**config.mk**
```make
export PLATFORM = sky130hd
export DESIGN_NAME = ball_motion
export DESIGN_NICKNAME = d
export VERILOG_FILES = /design/src/rtl/pong_pkg.sv /design/src/rtl/ball_axis_step.sv /design/src/rtl/ball_motion.sv
export SDC_FILE = /design/constraint.sdc
export NUM_CORES = 1
export LEC_CHECK = 0
export ABC_AREA = 1
export CAP_MARGIN = 0
export CORE_AREA = 2 2 84 86
export CTS_BUF_LIST = sky130_fd_sc_hd__clkbuf_16
export DETAILED_ROUTE_END_ITERATION = 6
export DIE_AREA = 0 0 86 88
export GPL_TIMING_DRIVEN = 0
export SETUP_SLACK_MARGIN = 0.02
export SLEW_MARGIN = 20
export SYNTH_ARGS = -nofsm -noshare
export SYNTH_HDL_FRONTEND = slang
export SYNTH_SLANG_ARGS = --single-unit
export TNS_END_PERCENT = 100
```
**constraint.sdc**
```tcl
create_clock -name frame_clk -period 3 [get_ports frame_clk]
set_clock_uncertainty 0.1 [all_clocks]
set_input_delay 0.75 -clock frame_clk [delete_from_list [all_inputs] [get_ports frame_clk]]
set_output_delay 0.75 -clock frame_clk [all_outputs]
set_load 0.01 [all_outputs]
```
**src/rtl/pong_pkg.sv**
```systemverilog
// Shared Pong definitions: ball FSM states, direction encodings and the
// screen bounds also used by the collision and win detectors.
package pong_pkg;

    typedef enum logic [1:0] {
        ST_IDLE,
        ST_MOVE,
        ST_HOLD
    } ball_state_t;

    typedef enum logic {
        DIR_POS = 1'b0,
        DIR_NEG = 1'b1
    } dir_t;

    localparam int unsigned COORD_W      = 10;
    localparam int unsigned SCREEN_X_MIN = 0;
    localparam int unsigned SCREEN_X_MAX = 639;
    localparam int unsigned SCREEN_Y_MIN = 0;
    localparam int unsigned SCREEN_Y_MAX = 479;

endpackage

```
**src/rtl/ball_axis_step.sv**
```systemverilog
// One axis of ball motion: next position and direction for a single frame.
// A forced flip (paddle) reverses direction and steps in the new direction,
// taking precedence over the wall checks. The low wall clamps to MIN; the
// high wall (optional) clamps to MAX-SIZE. Upward steps saturate rather
// than wrap.
module ball_axis_step
    import pong_pkg::*;
#(
    parameter int unsigned STEP   = 1,
    parameter int unsigned MIN    = 0,
    parameter int unsigned MAX    = 479,
    parameter int unsigned SIZE   = 8,
    parameter bit          MAX_EN = 1'b1
) (
    input  logic [COORD_W-1:0] i_pos,
    input  dir_t               i_dir,
    input  logic               i_force_flip,
    output logic [COORD_W-1:0] o_pos,
    output dir_t               o_dir
);

    localparam int unsigned EXT_W = COORD_W + 1;
    localparam logic [EXT_W-1:0]   L_STEP_EXT = EXT_W'(STEP);
    localparam logic [EXT_W-1:0]   L_MIN_EXT  = EXT_W'(MIN);
    localparam logic [EXT_W-1:0]   L_MAX_EXT  = EXT_W'(MAX);
    localparam logic [EXT_W-1:0]   L_SIZE_EXT = EXT_W'(SIZE);
    localparam logic [COORD_W-1:0] L_STEP_C   = COORD_W'(STEP);
    localparam logic [COORD_W-1:0] L_MIN_C    = COORD_W'(MIN);
    localparam logic [COORD_W-1:0] L_BOUNCE_C = COORD_W'(MAX - SIZE);

    logic [EXT_W-1:0]   w_pos;
    logic [EXT_W-1:0]   w_inc;
    logic [COORD_W-1:0] w_dec;
    dir_t               w_dir_eff;
    logic               w_at_min;
    logic               w_at_max;

    // Next position/direction; all bound comparisons use the widened value.
    always_comb begin
        w_pos     = {1'b0, i_pos};
        w_inc     = w_pos + L_STEP_EXT;
        w_dec     = i_pos - L_STEP_C;
        w_dir_eff = i_force_flip ? ((i_dir == DIR_POS) ? DIR_NEG : DIR_POS) : i_dir;
        w_at_min  = (w_pos < (L_MIN_EXT + L_STEP_EXT));
        w_at_max  = MAX_EN && ((w_pos + L_SIZE_EXT + L_STEP_EXT) > L_MAX_EXT);
        o_dir     = w_dir_eff;
        o_pos     = i_pos;
        if (w_dir_eff == DIR_NEG) begin
            if (w_at_min) begin
                o_pos = L_MIN_C;
                if (!i_force_flip) begin
                    o_dir = DIR_POS;
                end
            end else begin
                o_pos = w_dec;
            end
        end else begin
            if (!i_force_flip && w_at_max) begin
                o_pos = L_BOUNCE_C;
                o_dir = DIR_NEG;
            end else if (w_inc[COORD_W]) begin
                o_pos = '1;
            end else begin
                o_pos = w_inc[COORD_W-1:0];
            end
        end
    end

endmodule

```
**src/rtl/ball_motion.sv**
```systemverilog
// Ball motion controller: serves, moves and bounces the ball once per frame,
// freezes it for a hold period after a win, then re-centres it for the next
// serve. All outputs are registered on frame_clk.
module ball_motion
    import pong_pkg::*;
#(
    parameter int unsigned X_START     = 100,
    parameter int unsigned Y_START     = 240,
    parameter int unsigned X_MIN       = SCREEN_X_MIN,
    parameter int unsigned Y_MIN       = SCREEN_Y_MIN,
    parameter int unsigned Y_MAX       = SCREEN_Y_MAX,
    parameter int unsigned BALL_W      = 8,
    parameter int unsigned BALL_H      = 8,
    parameter int unsigned STEP_X      = 2,
    parameter int unsigned STEP_Y      = 1,
    parameter int unsigned HOLD_FRAMES = 60
) (
    input  logic               frame_clk,
    input  logic               Reset,
    input  logic               serve,
    input  logic               paddle_hit,
    input  logic               win,
    output logic [COORD_W-1:0] BallX,
    output logic [COORD_W-1:0] BallY,
    output logic [COORD_W-1:0] BallWidth,
    output logic [COORD_W-1:0] BallHeight,
    output logic               moving,
    output logic               score_evt
);

    localparam int unsigned HOLD_W = (HOLD_FRAMES > 1) ? $clog2(HOLD_FRAMES) : 1;
    localparam logic [HOLD_W-1:0]  HOLD_LAST = HOLD_W'(HOLD_FRAMES - 1);
    localparam logic [COORD_W-1:0] X_START_C = COORD_W'(X_START);
    localparam logic [COORD_W-1:0] Y_START_C = COORD_W'(Y_START);

    ball_state_t        r_state;
    ball_state_t        w_next_state;
    logic [COORD_W-1:0] r_x;
    logic [COORD_W-1:0] r_y;
    dir_t               r_dir_x;
    dir_t               r_dir_y;
    logic [HOLD_W-1:0]  r_hold_cnt;
    logic               r_score_evt;
    logic [COORD_W-1:0] w_x_step;
    logic [COORD_W-1:0] w_y_step;
    dir_t               w_dir_x_step;
    dir_t               w_dir_y_step;
    logic               w_hold_done;

    ball_axis_step #(
        .STEP   (STEP_X),
        .MIN    (X_MIN),
        .MAX    (SCREEN_X_MAX),
        .SIZE   (BALL_W),
        .MAX_EN (1'b0)
    ) u_axis_x (
        .i_pos        (r_x),
        .i_dir        (r_dir_x),
        .i_force_flip (paddle_hit),
        .o_pos        (w_x_step),
        .o_dir        (w_dir_x_step)
    );

    ball_axis_step #(
        .STEP   (STEP_Y),
        .MIN    (Y_MIN),
        .MAX    (Y_MAX),
        .SIZE   (BALL_H),
        .MAX_EN (1'b1)
    ) u_axis_y (
        .i_pos        (r_y),
        .i_dir        (r_dir_y),
        .i_force_flip (1'b0),
        .o_pos        (w_y_step),
        .o_dir        (w_dir_y_step)
    );

    assign w_hold_done = (r_hold_cnt == HOLD_LAST);

    // State register.
    always_ff @(posedge frame_clk) begin
        if (Reset) begin
            r_state <= ST_IDLE;
        end else begin
            r_state <= w_next_state;
        end
    end

    // Next-state decode; win outranks everything else while moving.
    always_comb begin
        w_next_state = r_state;
        case (r_state)
            ST_IDLE: if (serve)       w_next_state = ST_MOVE;
            ST_MOVE: if (win)         w_next_state = ST_HOLD;
            ST_HOLD: if (w_hold_done) w_next_state = ST_IDLE;
            default:                  w_next_state = ST_IDLE;
        endcase
    end

    // Position, direction, hold counter and score pulse.
    always_ff @(posedge frame_clk) begin
        if (Reset) begin
            r_x         <= X_START_C;
            r_y         <= Y_START_C;
            r_dir_x     <= DIR_POS;
            r_dir_y     <= DIR_POS;
            r_hold_cnt  <= '0;
            r_score_evt <= 1'b0;
        end else begin
            r_score_evt <= 1'b0;
            case (r_state)
                ST_MOVE: begin
                    if (win) begin
                        r_score_evt <= 1'b1;
                        r_hold_cnt  <= '0;
                    end else begin
                        r_x     <= w_x_step;
                        r_y     <= w_y_step;
                        r_dir_x <= w_dir_x_step;
                        r_dir_y <= w_dir_y_step;
                    end
                end
                ST_HOLD: begin
                    if (w_hold_done) begin
                        r_x        <= X_START_C;
                        r_y        <= Y_START_C;
                        r_dir_x    <= DIR_POS;
                        r_hold_cnt <= '0;
                    end else begin
                        r_hold_cnt <= r_hold_cnt + 1'b1;
                    end
                end
                default: ;
            endcase
        end
    end

    // Output decode.
    always_comb begin
        moving     = (r_state == ST_MOVE);
        score_evt  = r_score_evt;
        BallX      = r_x;
        BallY      = r_y;
        BallWidth  = COORD_W'(BALL_W);
        BallHeight = COORD_W'(BALL_H);
    end

endmodule

```
==> metrics.txt, run 1 <==
combinational fraction of design power between 10% and 20%; Avg Inst Size Synth roughly 6.5 um2; Setup crit end kind flip-flop; Sw Pwr 0.309 mW; Max-Cap Viols 0; First-pass DRT Iterations 5; CP dominant cell by count a21oi_1; Setup TNS 0 ns; Peak Freq between 0.4 and 0.5 GHz; Final setup viols 0; Routed Antenna Nets 0; largest net degree at the start of global routing 11; final core utilization 47.4%; TritonCTS Buffers 5; Clock Power Share 43.0%; Final Hold Fails 0; final net count approximately 460; vias roughly 2.6k; switch share 27.7%; Total GRT Usage between 10% and 20%; Setup Fix Bufs, Post-CTS 0; area grow syn2layout 21.6%; crit path kind in -> reg; Bufs on Longest Clock Path 2; worst slack, placed 0.398 ns; post-DP HPWL 4930 um; Post-synth top cells nand2_1 (93), inv_1 (40), a21oi_1 (35); num rows 30; Post-synth ARST share 0%; Tmin final about 2.3 ns; antenna violations before repair 0; CTS clk-pin slew, worst paths approximately 0.050 ns; initial DRC count roughly 120; worst endpoint required time slightly above 3 ns; Top FF cell, synth dfxtp_1; fin. max-slew vios 0; Worst Tran Pin Value 0.586 ns; WP buf/inv 3; Critical-path top delay cell clkdlybuf4s50_1; vias per cell around 4.9; WP data arrival ~2.5 ns; Flop pwr share between 30 and 40%; TritonCTS clock tree done; hold buffers post-CTS 0; Die ar. roughly 0.0076 mm2; clk_lat worst skew roughly 0.28 ns; Post-synth EDFFs 0; Top delay family on crit path buffers and inverters; vias in the first global route around 2.3k; Yosys cell types 41; leakage power approximately 1.4 nW; post-cts sizing count 0; Min-Delay Path Class reg -> reg; Die Width between 80 and 90 um; chip height between 80 and 90 um; area of the multi-input gates between 0.0015 and 0.002 mm2; GPL Wtd Cong 0.921; drt total wl 6430 um; top-count cell post-synth nand2_1; layout cells sized above 1 between 10 and 15%; Gate Count Post-Synth 400; Buffers on Ports 25; Worst setup SP type primary input; yosys warns 0; sequential area share after synthesis 24.0%; Mapped Area about 0.0026 mm2; Root Buffer clkbuf_16; CTS sink count 31; first-pass GRT wire length between 10000 and 15000 um; fill count around 690; per-cell routed wire length 12.1 um; WHS about 0.36 ns; post-synth top area share about a quarter; #FFs+latches synth 31; P per Cell Area approximately 350 mW/mm2; CP Max Fanout 10; RSZ-0062 raised after global routing false; Diodes inserted 0; crit share post-route a little under 80%; H-Tree Depth 2; drt drc 0; Core Footprint 0.00664 mm2; slew margin rel. between 60% and 70%; Initial Util between 30% and 40%; Worst VDD drop ~0.18 mV; final worst setup slack ~0.66 ns; I/O pins 47; run status complete, no violations; total power 1.12 mW; gr ovfl total 0; CP cell instances clkdlybuf4s50_1 > xnor2_1 > inv_1 > buf_2 > a21oi_1 > o31ai_1 > o21ai_1 > nand2_1 > a21oi_1; Max stage delay on crit path 0.44 ns; register area a little over 600 um2; P_int 0.807 mW; Synth area leader dfxtp_1; Area contributors post-synth dfxtp_1 (24%), nand2_1 (13%), a21oi_1 (6.8%), buf_4 (6.1%), inv_1 (5.8%)
-- stage by stage --
stage / cell area, um2 / instances
2_1_floorplan: 2660 / 418
3_3_place_gp: 3010 / 523
3_5_place_dp: 3010 / 523
4_1_cts: 3150 / 531
5_1_grt: 3150 / 531
6_report: 3150 / 531
-- layout by cell type, fill, tap and decap left out, types with 2 or more instances in the layout --
| cell | instances |
|---|---|
| inv_2 | 6 |
| o21ai_0 | 21 |
| nor2_1 | 31 |
| nor3_2 | 2 |
| o21ai_1 | 5 |
| a211oi_1 | 2 |
| o31ai_1 | 3 |
| or2_2 | 2 |
| clkbuf_16 | 5 |
| a21oi_1 | 35 |
| nor2_2 | 4 |
| ha_1 | 6 |
| nor2_4 | 2 |
| o211ai_1 | 5 |
| conb_1 | 20 |
| clkbuf_1 | 3 |
| xnor2_1 | 2 |
| nor3_1 | 6 |
| nand3_1 | 28 |
| nand2_1 | 93 |
| xor2_1 | 14 |
| nand4_1 | 4 |
| nand2_4 | 2 |
| buf_2 | 3 |
| buf_4 | 21 |
| nand3_2 | 2 |
| buf_6 | 3 |
| clkdlybuf4s50_1 | 25 |
| a22oi_1 | 4 |
| inv_1 | 41 |
| dfxtp_1 | 31 |
| nand2_2 | 7 |
-- final cells by class --
class                   count  area share [%]
flip-flops and latches     31            19.7
clock buffers               5            3.97
multi-input cells         310            52.1
clock inverters             3           0.517
repair buffers             25            7.95
inverters                  47            5.68
well taps                  80            3.18
plain buffers              30            6.92
-- final timing paths --
kind         startpoint       end  slack [ns]  cells past startpoint
max          paddle_hit  BallX[8]        0.66                      9
min            BallX[0]  BallX[0]        0.36                      2
max reg2reg    BallY[0]  BallY[7]        1.05                     13
min reg2reg    BallX[0]  BallX[0]        0.36                      2
-- metal layers --
layer | vias to the layer above | GRT usage [%] | part of all wire, %
met4 | 0 | 6.49 | 0.58
met1 | 1141 | 23.8 | 48
met2 | 68 | 28.3 | 47
li1 | 1370 | - | -
met5 | - | 0 | 0
met3 | 4 | 2.45 | 4.8
-- flip-flops by register name, summed over array words and instances (netlist names) --
signal	cells
r_state	2
BallY	10
BallX	10
score_evt	1
r_dir_x	1
r_dir_y	1
r_hold_cnt	6
-- tightest hold or removal path, cell delays in order (launching register included) --
cell	delay [ns]
dfxtp_1	0.31
nand2_1	0.06
a21oi_1	0.05
-- logic make-up after synthesis --
family	synth area share, %
AO/OA/AOI/OAI	18.4
XOR/XNOR	5.41
adder cells (fa/ha/maj)	2.90
buffers and inverters	15.3
flip-flops	24.0
other	0.290
AND/OR/NAND/NOR	33.7
-- power by group through the flow --
stage / registers [mW] / logic [mW] / clock network (mW)
3_3_place_gp: 0.448 / 0.195 / 0
2_1_floorplan: 0.448 / 0.139 / 0
4_1_cts: 0.439 / 0.197 / 0.495
5_1_grt: 0.441 / 0.220 / 0.511
3_5_place_dp: 0.447 / 0.196 / 0
6_report: 0.439 / 0.197 / 0.480
Note: power is estimated with default switching activity, not from simulation.
==> inputs of run 2 (changes only) <==
==> constraint.sdc (replaced) <==
create_clock -name frame_clk -period 2.2 [get_ports frame_clk]
set_clock_uncertainty 0.1 [all_clocks]
set_input_delay 0.55 -clock frame_clk [delete_from_list [all_inputs] [get_ports frame_clk]]
set_output_delay 0.55 -clock frame_clk [all_outputs]
set_load 0.01 [all_outputs]
==> metrics.txt, run 2 (synthesis gave the netlist of run 1 again) <==
worst endpoint required time 1.55 ns (-1.55 ns); hold buffers post-CTS 0 (unchanged); Setup TNS 0 ns (unchanged); final worst setup slack 0.196 ns (-0.460 ns); P per Cell Area 483 mW/mm2 (+36%); run status complete, no violations; Core Footprint 0.00664 mm2 (unchanged); Die Width 86 um (unchanged); Inst Count DP 523 (unchanged); final core utilization 47.5% (+0.11 points); clk_lat worst skew 0.27 ns (about the same); I/O pins 47 (unchanged); CP Max Fanout 8 (-2); R2R depth 13 (unchanged); combinational fraction of design power 17.7% (about the same); Sw Pwr 0.421 mW (+36%); fin. max-slew vios 0 (unchanged); vias 2595 (+0.46%); switch share 27.6% (about the same); Tmin final approximately 2 ns; crit path kind reg -> out; post-DP HPWL 4930 um (unchanged); drt total wl 6450 um (+0.33%); Flop pwr share 39.3% (about the same); most frequent cells in the layout nand2_1 (93), inv_1 (41), a21oi_1 (35); WHS 0.362 ns (+0.000208 ns); CTS clk-pin slew, worst paths 0.05 ns (about the same); First-pass DRT Iterations 4 (-1); Setup crit end kind output pin; chip height 88 um (unchanged); first-pass GRT wire length 10700 um (unchanged); WP buf/inv 1 (-2); antenna violations before repair 0 (unchanged); Clock Power Share 43.0% (about the same); TritonCTS Buffers 5 (unchanged); leakage power 1.39 nW (+0.36%); worst slack, placed -0.202 ns (-0.600 ns); P_int 1.10 mW (+36%); Final setup viols 0 (unchanged); H-Tree Depth 2 (unchanged); R2R Path End BallY[7]; design area 0.00316 mm2 (+0.24%); vias per cell 4.89 (+0.46%); TritonCTS clock tree done; Worst VDD drop 0.244 mV (+36%); Critical-path top delay cell clkdlybuf4s50_1; slew margin rel. 60.1% (-0.77 points); area grow syn2layout 21.9%; num rows 30 (unchanged); CP cell instances clkdlybuf4s50_1; largest net degree at the start of global routing 11 (unchanged); Top delay family on crit path buffers and inverters; drt drc 0 (unchanged); Routed Antenna Nets 0 (unchanged); per-cell routed wire length 12.1 um (+0.33%); GPL Wtd Cong 0.921 (unchanged); Post-DP Area 0.00301 mm2 (unchanged); Max-Cap Viols 0 (unchanged); Worst setup startpoint BallX[7]; number of stages on the worst setup path 1 (-8); crit share post-route 91.1%; Diodes inserted 0 (unchanged); RSZ-0062 raised after global routing false; Initial Util 39.0% (unchanged); gr ovfl total 0 (unchanged); final net count 461 (unchanged); Layout Cells excl Fill 531 (unchanged); flop-to-flop setup slack 0.25 ns (-0.80 ns); Final Hold Fails 0 (unchanged); Bufs on Longest Clock Path 2 (unchanged); layout cells sized above 1 15.1% (+0.22 points); total power 1.52 mW (+36%); Root Buffer clkbuf_16; commonest non-fill, non-tap cell in the layout nand2_1; Worst Tran Pin Value 0.598 ns (+0.0116 ns); Total GRT Usage 17.5% (unchanged); Die ar. 0.00757 mm2 (unchanged); Min-Delay Path Class reg -> reg; vias in the first global route 2337 (unchanged); r2r startpoint BallY[0]; WP data arrival 1.35 ns (-1.10 ns); CTS sink count 31 (unchanged); initial DRC count 129 (+4.9%); Worst setup SP type flip-flop; Peak Freq between 0.4 and 0.5 GHz; Max stage delay on crit path 0.60 ns (+0.16 ns); Worst setup endpoint BallX[7]; Buffers on Ports 25 (unchanged)
run 2: cell types whose count changed in the layout (fill, tap and decap cells not counted):
| cell | change |
|---|---|
| xnor2_2 | +1 |
| xnor2_1 | -1 |
run 2: layout make-up:
cell class	instances	area [um2]
clock inverters	3	16.3
clock buffers	5	125
plain buffers	30	218
fillers	689	3490
multi-input cells	310	1650
inverters	47	179
well taps	80	100
flip-flops and latches	31	621
repair buffers	25	250
run 2: worst min-delay path by stage:
| stage | from | endpoint | slack [ns] | depth (start not counted) |
|---|---|---|---|---|
| after floorplan | r_dir_x | r_dir_x | 0.36 | 2 |
| after detailed placement | BallX[0] | BallX[0] | 0.36 | 2 |
| after global placement | BallX[0] | BallX[0] | 0.36 | 2 |
| final | BallX[0] | BallX[0] | 0.36 | 2 |
| after global routing | BallX[0] | BallX[0] | 0.39 | 2 |
| after CTS | BallX[0] | BallX[0] | 0.36 | 2 |
run 2: layer usage:
metal  wire [um]  up-vias  track usage (%)
li1            -     1372                -
met1        3010     1130             23.8
met2        2970       83             28.3
met3         356       10             2.45
met4         107        0             6.49
met5           0        -                0
run 2: what timing repair did:
action	in CTS	in global routing
resized for setup	0	1
setup buffers	0	0
setup endpoints to repair	0	7
run 2: power groups by stage:
stage	clock (mW)	sequential, mW	combinational [mW]
CTS	0.675	0.598	0.268
floorplan	0	0.612	0.190
detailed placement	0	0.610	0.267
global placement	0	0.610	0.266
finish	0.654	0.599	0.270
global route	0.697	0.602	0.301
